[config.mk]
export PLATFORM = sky130hd
export DESIGN_NAME = pipe_stage_reg
export DESIGN_NICKNAME = d
export VERILOG_FILES = /design/src/rtl/pipe_stage_reg.sv
export SDC_FILE = /design/constraint.sdc
export NUM_CORES = 1
export LEC_CHECK = 0
export CAP_MARGIN = 15
export CORE_MARGIN = 5
export CORE_UTILIZATION = 45
export CTS_CLUSTER_SIZE = 8
export DETAILED_ROUTE_END_ITERATION = 12
export GPL_TIMING_DRIVEN = 0
export PLACE_DENSITY = 0.79
export SLEW_MARGIN = 5
export SYNTH_ARGS = -nofsm -noshare
export SYNTH_HDL_FRONTEND = slang
export SYNTH_SLANG_ARGS = --single-unit
export TNS_END_PERCENT = 5
[constraint.sdc]
create_clock -name clk_i -period 4.3 [get_ports clk_i]
set_clock_uncertainty 0.15 [all_clocks]
set_input_delay 0.86 -clock clk_i [delete_from_list [all_inputs] [get_ports clk_i]]
set_output_delay 0.86 -clock clk_i [all_outputs]
set_load 0.02 [all_outputs]
[src/rtl/pipe_stage_reg.sv]
// Parametrised inter-stage pipeline register: DEPTH valid-tagged slots with global
// stall, per-slot flush (bubble insert) and saturating stall/flush event counters.
`timescale 1ns/1ps

module pipe_stage_reg #(
    parameter int unsigned       DATA_W      = 32,
    parameter int unsigned       CTRL_W      = 8,
    parameter int unsigned       DEPTH       = 1,
    parameter logic [CTRL_W-1:0] CTRL_BUBBLE = {CTRL_W{1'b0}},
    parameter bit                DATA_CLEAR  = 1'b1,
    parameter int unsigned       CNT_W       = 16
) (
    input  logic              clk_i,
    input  logic              rst_i,
    input  logic              valid_i,
    input  logic [DATA_W-1:0] data_i,
    input  logic [CTRL_W-1:0] ctrl_i,
    input  logic              stall_i,
    input  logic [DEPTH-1:0]  flush_i,
    output logic              valid_o,
    output logic [DATA_W-1:0] data_o,
    output logic [CTRL_W-1:0] ctrl_o,
    output logic [DEPTH-1:0]  slot_valid_o,
    output logic [CNT_W-1:0]  stall_cnt_o,
    output logic [CNT_W-1:0]  flush_cnt_o
);

    logic [DEPTH-1:0]  r_valid;
    logic [DATA_W-1:0] r_data [DEPTH];
    logic [CTRL_W-1:0] r_ctrl [DEPTH];

    logic [CNT_W-1:0]  r_stall_cnt;
    logic [CNT_W-1:0]  r_flush_cnt;

    // Source of each slot: slot 0 from upstream, slot k from the pre-edge slot k-1.
    logic [DEPTH-1:0]  w_src_valid;
    logic [DATA_W-1:0] w_src_data [DEPTH];
    logic [CTRL_W-1:0] w_src_ctrl [DEPTH];

    for (genvar g = 0; g < DEPTH; g++) begin : g_src
        if (g == 0) begin : g_head
            assign w_src_valid[g] = valid_i;
            assign w_src_data[g]  = data_i;
            assign w_src_ctrl[g]  = ctrl_i;
        end else begin : g_chain
            assign w_src_valid[g] = r_valid[g-1];
            assign w_src_data[g]  = r_data[g-1];
            assign w_src_ctrl[g]  = r_ctrl[g-1];
        end
    end

    // Per-slot priority: reset > flush > stall > load. A flushed slot ignores stall,
    // while its neighbours still hold or shift according to their own flush bit.
    // NOTE: the slot array is a handful of flops, not a RAM, so resetting every entry
    // is cheap and guarantees no stale ctrl word ever reaches the next stage.
    always_ff @(posedge clk_i) begin
        for (int k = 0; k < DEPTH; k++) begin
            if (rst_i) begin
                // NOTE: sequential state uses non-blocking assignments so every slot
                // samples its neighbour's pre-edge value regardless of loop order.
                r_valid[k] <= 1'b0;
                r_data[k]  <= '0;
                r_ctrl[k]  <= CTRL_BUBBLE;
            end else if (flush_i[k]) begin
                r_valid[k] <= 1'b0;
                r_ctrl[k]  <= CTRL_BUBBLE;
                r_data[k]  <= DATA_CLEAR ? '0 : w_src_data[k];
            end else if (!stall_i) begin
                r_valid[k] <= w_src_valid[k];
                r_data[k]  <= w_src_data[k];
                r_ctrl[k]  <= w_src_ctrl[k];
            end
        end
    end

    // Event counters saturate at all-ones rather than wrapping.
    always_ff @(posedge clk_i) begin
        if (rst_i) begin
            r_stall_cnt <= '0;
            r_flush_cnt <= '0;
        end else begin
            if (stall_i && (r_stall_cnt != {CNT_W{1'b1}})) begin
                r_stall_cnt <= r_stall_cnt + CNT_W'(1);
            end
            if ((|flush_i) && (r_flush_cnt != {CNT_W{1'b1}})) begin
                r_flush_cnt <= r_flush_cnt + CNT_W'(1);
            end
        end
    end

    assign valid_o      = r_valid[DEPTH-1];
    assign data_o       = r_data[DEPTH-1];
    assign ctrl_o       = r_ctrl[DEPTH-1];
    assign slot_valid_o = r_valid;
    assign stall_cnt_o  = r_stall_cnt;
    assign flush_cnt_o  = r_flush_cnt;

endmodule

==> out/results.ini, run 1 <==
[place]
gp_congestion = 0.8317
placement.io_buffers = 118
hpwl_um = 5900

[setup_path]
r2r_setup_slack_ps = 2300
critPathKind = in -> reg
timing.rr.end = flush_cnt_o[14]
arrival_ps = 2680
rr_startpoint = flush_cnt_o[0]
required_ps = 4120
start_kind = input pin
crit_fanout = 40
rr_worst_depth = 6
crit_path_end_kind = flip-flop

[sta]
max_freq_ghz = 0.3487
slew_headroom_pct = 38.55
setup_viol_count_final = 0
min_period_ps = 2868
hold_violations = 0
hold_slack_ps = 355.4
slew_viol_final = 0
fin_crit_sh_pct = 66.69
rsz0062_at_grt = no
tns_ps = 0
tightest_slew_ps = 918.5

[power_and_ir_drop]
powerDensity_nw_per_um2 = 322.2
peakVddDrop_mv = 0.2298
p_leak_nw = 1.712

[synth]
synth_area_leaders = edfxtp_1 (37%), dfxtp_1 (21%), and2_1 (7.8%)
synth-seq-area-share_pct = 57.88
ys_warn_count = 0
synth_area_per_cell_um2 = 11.21
synth_cell_type_count = 40
synth_top_area_cell = edfxtp_1
synth_area_um2 = 3217
synth_seq_cells = 73
netlist_instances = 287
synth_top_area_share_pct = 37.34
synth.net_count = 334

[clock_tree]
path_clk_slew_ps = 80
cts_tree = yes
cts.sinks = 73
cts_setup_buffers = 0
cts_root_buffer = clkbuf_8
cts_resized = 0
worst_skew_pair.late_latency_ps = 340
cts_buffers = 9
cts_hold_buf = 0
htreeDepth = 3
cts_max_path_buffers = 2

[hold_path]
hp-class = reg -> reg
min_from = flush_cnt_o[15]
hold_path_end = flush_cnt_o[15]
hold_depth = 1

[floorplan]
rows = 30
io_pins = 119
die_x_um = 94.55
core_area_um2 = 6869
die_h_um = 94.55
die_area_um2 = 8940
initial_core_util_pct = 46.83

[finish]
layout-drive-gt1-share_pct = 8.076
synthToLayoutAreaGrowth_pct = 47.10
layout_commonest_cell = clkdlybuf4s50_1
final_cell_mix = clkdlybuf4s50_1 (118), and2_1 (40), edfxtp_1 (40)
nets = 463
antenna_cells = 0

[flow_run]
drv_cap = 0

[detailed_routing]
antenna_left = 0
drt-pass1-iter-count = 4
wl_um = 8245
vias = 2765
wl_per_cell_um = 15.95
drcViolationCount = 0
drt_iter0_drc = 98
vias_per_cell = 5.348

[grt]
grt_overflow = 0
antenna_found_initial = 0
grt_max_degree = 41
grt_first_pass_wirelength_um = 12580
grt_pass1_vias = 2535
track_usage_pct = 18.18

[outcome]
outcome = finished, final reports clean

## state kept, by name, summed over array words and instances, names as in the netlist
name and count:
flush_cnt_o 16, r_data 32, stall_cnt_o 16, r_ctrl 8, slot_valid_o 1
## cell type report
| class | instances | area, um2 |
|---|---|---|
| Fill cell | 517 | 2137 |
| Sequential cell | 73 | 1862 |
| Multi-Input combinational cell | 198 | 1286 |
| Timing Repair Buffer | 118 | 1181 |
| Clock buffer | 10 | 127.6 |
| Tap cell | 96 | 120.1 |
| Clock inverter | 6 | 83.83 |
| Buffer | 12 | 56.30 |
| Inverter | 4 | 15.01 |
## kinds of logic (layout without fill, tap and decap cells)
logic type	after synthesis	count (layout)	synth area share [%]
adders and majority gates	2	2	0.7778
xor gates and xnor gates	2	2	0.5446
AOI/OAI and AO/OA	41	41	8.751
DFF	73	73	57.88
and+or+nand+nor	149	149	28.51
muxes	4	4	1.322
buffers and inverters	16	150	2.217
## metal layers
metal	up-vias	routed length, um	global-route usage (%)
met1	1297	3711	23.86
met5	-	0	0
met2	127	3708	28.84
met3	15	697	4.542
li1	1326	-	-
met4	0	127	7.332
## worst max path at each step
stage	depth (start not counted)	endpoint	from	slack, ps
CTS	4	r_data[0][28]	rst_i	1420
global placement	4	r_data[0][23]	rst_i	570
floorplan	3	r_ctrl[0][0]	rst_i	1680
detailed placement	4	r_data[0][5]	rst_i	1050
finish	4	r_data[0][30]	rst_i	1430
global route	4	r_data[0][0]	rst_i	1260
## per-stage QoR
step                utilization (%)  area [um2]  setup slack, ps  total power [mW]  std cells
detailed placement            65.81        4521             1046            0.9597        501
CTS                           68.89        4732             1417             1.538        517
global route                  68.89        4732             1263             1.580        517
floorplan                         -        3217             1677            0.8539        287
finish                        68.89        4732             1432             1.525        517
global placement              65.77        4518            565.2            0.9576        501
## where the power goes
| part | internal (mW) | leakage, nW | switching (mW) |
|---|---|---|---|
| clock | 0.324 | 0.0999 | 0.257 |
| combinational | 0.0922 | 0.885 | 0.0770 |
| sequential | 0.762 | 0.726 | 0.0118 |
| total | 1.18 | 1.71 | 0.346 |
## cells in the mapped netlist
library cell,n
o31ai_1,7
nor3_2,2
clkbuf_1,7
o311ai_0,1
nand4_4,2
o31a_1,3
buf_2,3
nand3_4,1
ha_1,2
nor4_1,6
nand3_2,1
nand2_1,13
nor3_1,12
nand4_1,11
or3_1,6
nor2b_1,4
o41ai_2,2
o21ai_0,7
xor2_1,2
mux2_2,2
a211oi_1,1
buf_4,2
and4_4,1
nand3_1,14
and2_1,40
or4_1,6
nand2b_1,1
and4_1,3
o221a_1,1
inv_1,4
a31oi_1,2
dfxtp_1,33
nor4_4,2
o21a_1,2
mux2i_1,2
o21ba_2,1
and3_1,3
a21oi_1,14
nor2_1,21
edfxtp_1,40
## worst max-delay path, stage by stage
cell	delay [ps]
clkdlybuf4s50_1	560
clkbuf_1	420
nor2_1	130
nand2_2	700
No activity file was read; power rests on OpenSTA's default activity.
==> inputs of run 2 (changes only) <==
--- a/config.mk
+++ b/config.mk
@@ -7,11 +7,11 @@
 export LEC_CHECK = 0
 export CAP_MARGIN = 15
 export CORE_MARGIN = 5
-export CORE_UTILIZATION = 45
+export CORE_UTILIZATION = 40
 export CTS_CLUSTER_SIZE = 8
 export DETAILED_ROUTE_END_ITERATION = 12
 export GPL_TIMING_DRIVEN = 0
-export PLACE_DENSITY = 0.79
+export PLACE_DENSITY = 0.74
 export SLEW_MARGIN = 5
 export SYNTH_ARGS = -nofsm -noshare
 export SYNTH_HDL_FRONTEND = slang
==> constraint.sdc (replaced) <==
create_clock -name clk_i -period 2.61 [get_ports clk_i]
set_clock_uncertainty 0.15 [all_clocks]
set_input_delay 0.522 -clock clk_i [delete_from_list [all_inputs] [get_ports clk_i]]
set_output_delay 0.522 -clock clk_i [all_outputs]
set_load 0.02 [all_outputs]
==> out/results.ini, run 2 (synthesis results as in run 1) <==
[grt]
grt_overflow = 0
antenna_found_initial = 0
grt_max_degree = 41
grt_first_pass_wirelength_um = 12900
track_usage_pct = 16.27
grt_pass1_vias = 2572

[clock_tree]
cts_root_buffer = clkbuf_8
cts.sinks = 73
worst_skew_pair.late_latency_ps = 330
htreeDepth = 3
path_clk_slew_ps = 70
cts_hold_buf = 0
cts_max_path_buffers = 2
cts_tree = yes
cts_buffers = 9

[detailed_routing]
wl_per_cell_um = 15.51
drt-pass1-iter-count = 4
drcViolationCount = 0
antenna_left = 0
drt_iter0_drc = 90
vias_per_cell = 5.195
vias = 2712
wl_um = 8097

[hold_path]
hold_depth = 2
min_from = slot_valid_o
hold_path_end = slot_valid_o
hp-class = reg -> reg

[setup_path]
timing.rr.end = flush_cnt_o[14]
arrival_ps = 2170
rr_worst_depth = 6
start_kind = input pin
path_cells = clkdlybuf4s50_1, clkbuf_1, nor2_1, nand2_4
rr_startpoint = flush_cnt_o[0]
crit_fanout = 40
max_stage_delay_ps = 600
required_ps = 2430
critPathKind = in -> reg
r2r_setup_slack_ps = 620
crit_buf_inv = 2
slowest_stage = clkdlybuf4s50_1
cp_top_family = buffers and inverters
crit_path_end_kind = flip-flop

[sta]
setup_viol_count_final = 0
slew_headroom_pct = 64.31
hold_slack_ps = 347.3
max_freq_ghz = 0.4252
hold_violations = 0
rsz0062_at_grt = no
fin_crit_sh_pct = 90.11
min_period_ps = 2352
slew_viol_final = 0
tightest_slew_ps = 535.3

[floorplan]
core_area_um2 = 7767
rows = 32
die_h_um = 99.68
die_x_um = 99.68
die_area_um2 = 9935
initial_core_util_pct = 41.41
io_pins = 119

[finish]
antenna_cells = 0
nets = 463
regMostFlops = r_data
fillers = 656
layout-drive-gt1-share_pct = 8.095
final_cell_mix = clkdlybuf4s50_1 (118), and2_1 (40), edfxtp_1 (40)
final_cell_area_um2 = 4717
utilization_pct = 60.73
synthToLayoutAreaGrowth_pct = 46.64
layout_commonest_cell = clkdlybuf4s50_1
largest_register_ffs = 32

[power_and_ir_drop]
peakVddDrop_mv = 0.2487
power_mw = 2.385
p_leak_nw = 1.711
powerDensity_nw_per_um2 = 505.7

[place]
hpwl_um = 6119
gp_congestion = 0.8430
placed_cell_area_um2 = 4528
placement.io_buffers = 118

[flow_run]
drv_cap = 0

[outcome]
outcome = finished, final reports clean

run 2: cell count changes in the layout (fill, tap and decap cells not counted), sizes merged:
cell | previous run | this run
bufinv | 2 | 1
clkbuf | 17 | 16
clkinv | 2 | 4
clkinvlp | 2 | 1
run 2: power by group:
part / switching (mW) / internal (mW)
sequential: 0.0191 / 1.26
combinational: 0.126 / 0.152
clock: 0.401 / 0.431
total: 0.546 / 1.84
run 2: how the worst max path moves through the flow:
stage          start             to  slack, ps  depth (start not counted)
3_3_place_gp   rst_i  r_data[0][23]       -820                          4
4_1_cts        rst_i   r_data[0][9]          5                          4
3_5_place_dp   rst_i  r_data[0][17]       -380                          4
6_report       rst_i  r_data[0][23]        260                          4
2_1_floorplan  rst_i   r_ctrl[0][0]        320                          3
5_1_grt        rst_i  r_data[0][23]        130                          4
run 2: metal layers:
layer | vias to the layer above | wire length [um] | part of all wire (%) | GRT usage (%)
li1 | 1327 | - | - | -
met1 | 1264 | 3646 | 45 | 21.00
met2 | 114 | 3720 | 46 | 26.78
met3 | 7 | 675 | 8.3 | 3.997
met4 | 0 | 55 | 0.68 | 5.252
met5 | - | 0 | 0 | 0
run 2: worst min-delay path, stage by stage, from the launching register on:
cell,delay (ps)
dfxtp_1,340
nand3_1,70
nand2_1,50
run 2: final cells by class:
| class | instances | area [um2] | area share (%) |
|---|---|---|---|
| Sequential cell | 73 | 1862 | 39.47 |
| Multi-Input combinational cell | 198 | 1291 | 27.37 |
| Timing Repair Buffer | 118 | 1181 | 25.04 |
| Tap cell | 102 | 127.6 | 2.706 |
| Clock buffer | 9 | 123.9 | 2.626 |
| Clock inverter | 6 | 60.06 | 1.273 |
| Buffer | 12 | 56.30 | 1.194 |
| Inverter | 4 | 15.01 | 0.3183 |
run 2: through the flow:
step	std cells	setup WS, ps	setup TNS (ps)
after CTS	522	5.384	0
after floorplan	287	324.8	0
after global routing	522	132.9	0
after global placement	507	-823.8	-32930
after detailed placement	507	-380.3	-15220
final	522	258.1	0
run 2: timing repair:
action / CTS / global route
resized for setup: 0 / 1
buffers inserted: 0 / 0
endpoints found under the setup margin: 0 / 40
